### config.mk
export PLATFORM = sky130hd
export DESIGN_NAME = disp_vram_rdarb
export DESIGN_NICKNAME = d
export VERILOG_FILES = /design/src/rtl/disp_vram_rdarb.sv
export SDC_FILE = /design/constraint.sdc
export NUM_CORES = 1
export LEC_CHECK = 0
export CAP_MARGIN = 20
export CORE_ASPECT_RATIO = 0.6
export CORE_MARGIN = 2
export CORE_UTILIZATION = 33
export CTS_BUF_LIST = sky130_fd_sc_hd__clkbuf_16
export CTS_CLUSTER_DIAMETER = 80
export DETAILED_ROUTE_END_ITERATION = 7
export HOLD_SLACK_MARGIN = 0.06
export PLACE_DENSITY = 0.83
export REMOVE_ABC_BUFFERS = 1
export SYNTH_ARGS = -nofsm -noshare
export SYNTH_HDL_FRONTEND = slang
export SYNTH_SLANG_ARGS = --single-unit
### constraint.sdc
create_clock -name ACLK -period 2.2 [get_ports ACLK]
set_input_delay 0.44 -clock ACLK [delete_from_list [all_inputs] [get_ports ACLK]]
set_output_delay 0.44 -clock ACLK [all_outputs]
set_load 0.05 [all_outputs]
### src/rtl/disp_vram_rdarb.sv
// disp_vram_rdarb: shares the single VRAM AXI read port between the display
// read controller (S0, fixed priority) and a secondary reader (S1).
// One burst is in flight at a time; R beats are routed back to the burst owner.
// S1 is forced in after FAIR_LIMIT consecutive S0 grants taken while it waited.
module disp_vram_rdarb #(
    parameter int DW         = 64,
    parameter int FAIR_LIMIT = 8
) (
    input  logic          ACLK,
    input  logic          ARST,
    input  logic [31:0]   S0_ARADDR,
    input  logic          S0_ARVALID,
    output logic          S0_ARREADY,
    output logic          S0_RVALID,
    output logic          S0_RLAST,
    input  logic          S0_RREADY,
    input  logic [31:0]   S1_ARADDR,
    input  logic          S1_ARVALID,
    output logic          S1_ARREADY,
    output logic          S1_RVALID,
    output logic          S1_RLAST,
    input  logic          S1_RREADY,
    output logic [DW-1:0] S_RDATA,
    output logic [31:0]   M_ARADDR,
    output logic          M_ARVALID,
    input  logic          M_ARREADY,
    input  logic [DW-1:0] M_RDATA,
    input  logic          M_RVALID,
    input  logic          M_RLAST,
    output logic          M_RREADY,
    output logic [1:0]    GRANT
);

    typedef enum logic [2:0] {
        S_IDLE = 3'b001,
        S_ADDR = 3'b010,
        S_DATA = 3'b100
    } state_t;

    localparam logic [7:0] FAIR_LIM8 = 8'(FAIR_LIMIT);

    state_t     state;
    logic [7:0] streak;   // consecutive S0 grants taken while S1 was waiting
    logic       win0;
    logic       win1;
    logic       idle_act;
    logic       data_act;
    logic       own_rready;
    logic       r_done;

    // idle arbitration: S0 wins unless absent or S1 has waited out the fairness limit
    always_comb begin
        win1 = S1_ARVALID & (~S0_ARVALID | (streak == FAIR_LIM8));
        win0 = S0_ARVALID & ~win1;
    end

    // handshake gating and R-channel routing to the burst owner
    always_comb begin
        idle_act   = (state == S_IDLE) & ~ARST;
        data_act   = (state == S_DATA) & ~ARST;
        own_rready = (GRANT[0] & S0_RREADY) | (GRANT[1] & S1_RREADY);
        S0_ARREADY = idle_act & win0;
        S1_ARREADY = idle_act & win1;
        S0_RVALID  = data_act & GRANT[0] & M_RVALID;
        S0_RLAST   = data_act & GRANT[0] & M_RLAST;
        S1_RVALID  = data_act & GRANT[1] & M_RVALID;
        S1_RLAST   = data_act & GRANT[1] & M_RLAST;
        M_RREADY   = data_act & own_rready;
        r_done     = M_RVALID & M_RREADY & M_RLAST;
    end

    // data is broadcast; requesters qualify it with their own RVALID
    assign S_RDATA = M_RDATA;

    // burst FSM: grant and latch address, hold AR until accepted, drain R until RLAST
    always_ff @(posedge ACLK) begin
        if (ARST) begin
            state     <= S_IDLE;
            M_ARVALID <= 1'b0;
            M_ARADDR  <= '0;
            GRANT     <= '0;
            streak    <= '0;
        end else begin
            unique case (state)
                S_IDLE: begin
                    if (win0 | win1) begin
                        state     <= S_ADDR;
                        M_ARVALID <= 1'b1;
                        M_ARADDR  <= win1 ? S1_ARADDR : S0_ARADDR;
                        GRANT     <= {win1, win0};
                        // only S0 grants that bypass a waiting S1 extend the streak
                        if (win1 | ~S1_ARVALID)
                            streak <= '0;
                        else if (streak != FAIR_LIM8)
                            streak <= streak + 8'd1;
                    end else begin
                        GRANT <= '0;
                    end
                end
                S_ADDR: begin
                    if (M_ARREADY) begin
                        M_ARVALID <= 1'b0;
                        state     <= S_DATA;
                    end
                end
                S_DATA: begin
                    if (r_done) begin
                        state <= S_IDLE;
                        GRANT <= '0;
                    end
                end
                default: state <= S_IDLE;
            endcase
        end
    end

endmodule

==> flow_summary.toml <==
[worst_setup_path]
cp_max_fo = 7
path_class = "reg -> out"
slowest_delay_ns = 0.47
end_kind = "output port"
required_ns = 1.76
start_kind = "register"
crit_chain = "nor4bb_4 > buf_4 > a21oi_4 > and3_4 > buf_12"
slowest_stage = "dfxtp_1"
arrival_ns = 1.67
r2r_cells = 8

[synth]
synthArstFlopShare_pct = 0
syn-cell-area_um2 = 3030
synth_cells = 341
ys_types = 37
ys_warn_count = 0
ys_seq_elements = 46
ys.flop_type = "dfxtp_1"
avgSynthCellArea_um2 = 8.87
ys_seq_area_share_pct = 30.4
synth_edf_count = 0

[timing]
maxSlewViolCount = 0
setup_slack_ns = 0.0900
hold_slack_ns = 0.506
fin_setup_tns_ns = 0
max_freq_mhz = 474
fin_skew_ns = 0.00260
period_share_pct = 95.9
setup_viol = 0
slew_headroom_pct = 63.7
hold_viol_final = 0
min_period_ns = 2.11
grt_setup_unrepaired = "no"
worst_slew_pin_slew_ns = 0.544

[clocking]
htree_levels = 2
worstSkewPairLatency_ns = 0.28
clkSinkCount = 46
clockBufferDepth = 2
root_buffer = "clkbuf_16"
path_clk_slew_ns = 0.06
cts_hold_buf = 0
cts_tree = "done"
cts_buffers = 5

[routing]
vias = 2670
drc = 0
wirelength_um = 12600
wl_per_cell_um = 25.0
ant_nets = 0
avgViaCountPerCell = 5.29
drtIter0Drc = 127
first_pass_iters = 4

[floorplan]
core_area_um2 = 9050
start_util_pct = 33.4
dieArea_um2 = 9970
die_w_um = 128
io_pins = 243
die-height_um = 78.2
rows = 27

[hold_path]
hold_depth = 2
min_path_type = "reg -> reg"

[outcome]
status = "completed"

[global_route]
grt_use_total_pct = 25.1
grt_start_max_net_pins = 36
grt_pass1_vias = 2485
grt.overflow.total = 0
antenna_found_initial = 0
grt_pass1_wl_um = 17800

[layout]
fin_cells = 505
nFillCells = 868
final_common_cell = "clkdlybuf4s50_1"
post-route-util_pct = 44.6
design_area_um2 = 4040
synthToLayoutAreaGrowth_pct = 33.5
nNetsFinal = 527
drive_gt1_share_pct = 24.2
antennaDiodeCount = 0
mostFrequentLayoutCells = "105 x clkdlybuf4s50_1, 46 x dfxtp_1, 43 x nor3_1, 43 x nor2_1"

[place]
place_congestion = 0.770
portBuffers = 114
place_area_um2 = 3880
hpwlAfterDp_um = 9460
placed_cells = 496
pre_cts_slack_ns = -0.0789

[pwr]
p_int_mw = 1.83
ir_worst_vdd_mv = 0.388
switchingPower_mw = 1.12
p_leak_nw = 1.38
power_density_nw_per_um2 = 730
switching_share_pct = 38.1
p_seq_share_pct = 34.0
total_power_mw = 2.95
p_comb_share_pct = 41.4
clockPowerShare_pct = 24.6

[job]
maxCapViolations = 0
-- path summary, 6_finish.rpt --
check | from | endpoint | slack [ns]
setup / recovery | streak[3]$_SDFFE_PP0P_ | S0_ARREADY | 0.09
hold / removal | streak[1]$_SDFFE_PP0P_ | streak[1]$_SDFFE_PP0P_ | 0.51
setup reg to reg | streak[0]$_SDFFE_PP0P_ | M_ARADDR[9]$_SDFFE_PP0P_ | 0.33
hold reg to reg | streak[1]$_SDFFE_PP0P_ | streak[1]$_SDFFE_PP0P_ | 0.51
-- cell type report --
| cell class | count | area (µm²) | area share (%) |
|---|---|---|---|
| clock inverters | 3 | 11.3 | 0.279 |
| multi-input cells | 204 | 1490 | 36.8 |
| inverters | 3 | 11.3 | 0.279 |
| flip-flops and latches | 46 | 921 | 22.8 |
| clock buffers | 5 | 125 | 3.10 |
| well taps | 116 | 145 | 3.59 |
| repair buffers | 128 | 1340 | 33.2 |
-- worst max-delay path, delay by kind of cell, from the launching register on --
kind / cells / cell delay (ns)
simple gates: 2 / 0.55
flops: 1 / 0.47
buf+inv: 2 / 0.30
compound gates: 1 / 0.06
-- logic make-up (layout without fill, tap and decap cells) --
kind of cell    after synthesis  count (layout)  synth area share, %
simple gates                180             180                 41.9
buf+inv                      91             139                 21.1
flops                        46              46                 30.4
compound gates               15              15                 3.76
xor+xnor                      7               7                 2.03
fa+ha+maj                     2               2                0.827
-- layer usage --
| layer | share of wire (%) | vias up | track usage (%) | wire length, µm |
|---|---|---|---|---|
| met4 | 0.58 | 4 | 4.18 | 73 |
| met5 | 0.94 | - | 14.4 | 119 |
| met2 | 34 | 202 | 28.2 | 4310 |
| li1 | - | 1214 | - | - |
| met1 | 43 | 1237 | 31.2 | 5390 |
| met3 | 22 | 13 | 25.8 | 2710 |
-- flip-flops by register name (all words and copies together), names as in the netlist --
signal	cells
GRANT	2
streak	8
M_ARVALID	1
state	3
M_ARADDR	32
-- cell usage after synthesis (all sizes together) (2+ instances only) --
master / count / share of area, %
clkbuf: 8 / 0.99
inv: 3 / 0.37
nand3: 2 / 0.33
or3: 2 / 0.41
buf: 80 / 20
and3: 5 / 1.0
a21o: 2 / 0.54
nand2: 8 / 0.99
dfxtp: 46 / 30
nor2: 44 / 5.5
nor3b: 2 / 0.50
xnor2: 7 / 2.0
ha: 2 / 0.83
o21bai: 4 / 1.4
nor3: 71 / 16
a21oi: 5 / 0.95
nand2b: 4 / 0.83
nor4: 35 / 13
-- power by group through the flow --
| stage | combinational (mW) | clock, mW | sequential [mW] |
|---|---|---|---|
| 2_1_floorplan | 0.394 | 0 | 1.35 |
| 3_3_place_gp | 1.20 | 0 | 1.01 |
| 3_5_place_dp | 1.22 | 0 | 1.02 |
| 4_1_cts | 1.22 | 0.757 | 1.00 |
| 5_1_grt | 1.30 | 0.794 | 1.01 |
| 6_report | 1.22 | 0.725 | 1.00 |
-- repair_timing --
item / in CTS / in global routing
buffers inserted: 0 / 1
gates resized for setup: 2 / 2
endpoints found under the setup margin: 2 / 2
hold endpoints to repair: 0 / 0
pin swaps: 1 / 1
Note: power is estimated with default switching activity, not from simulation.
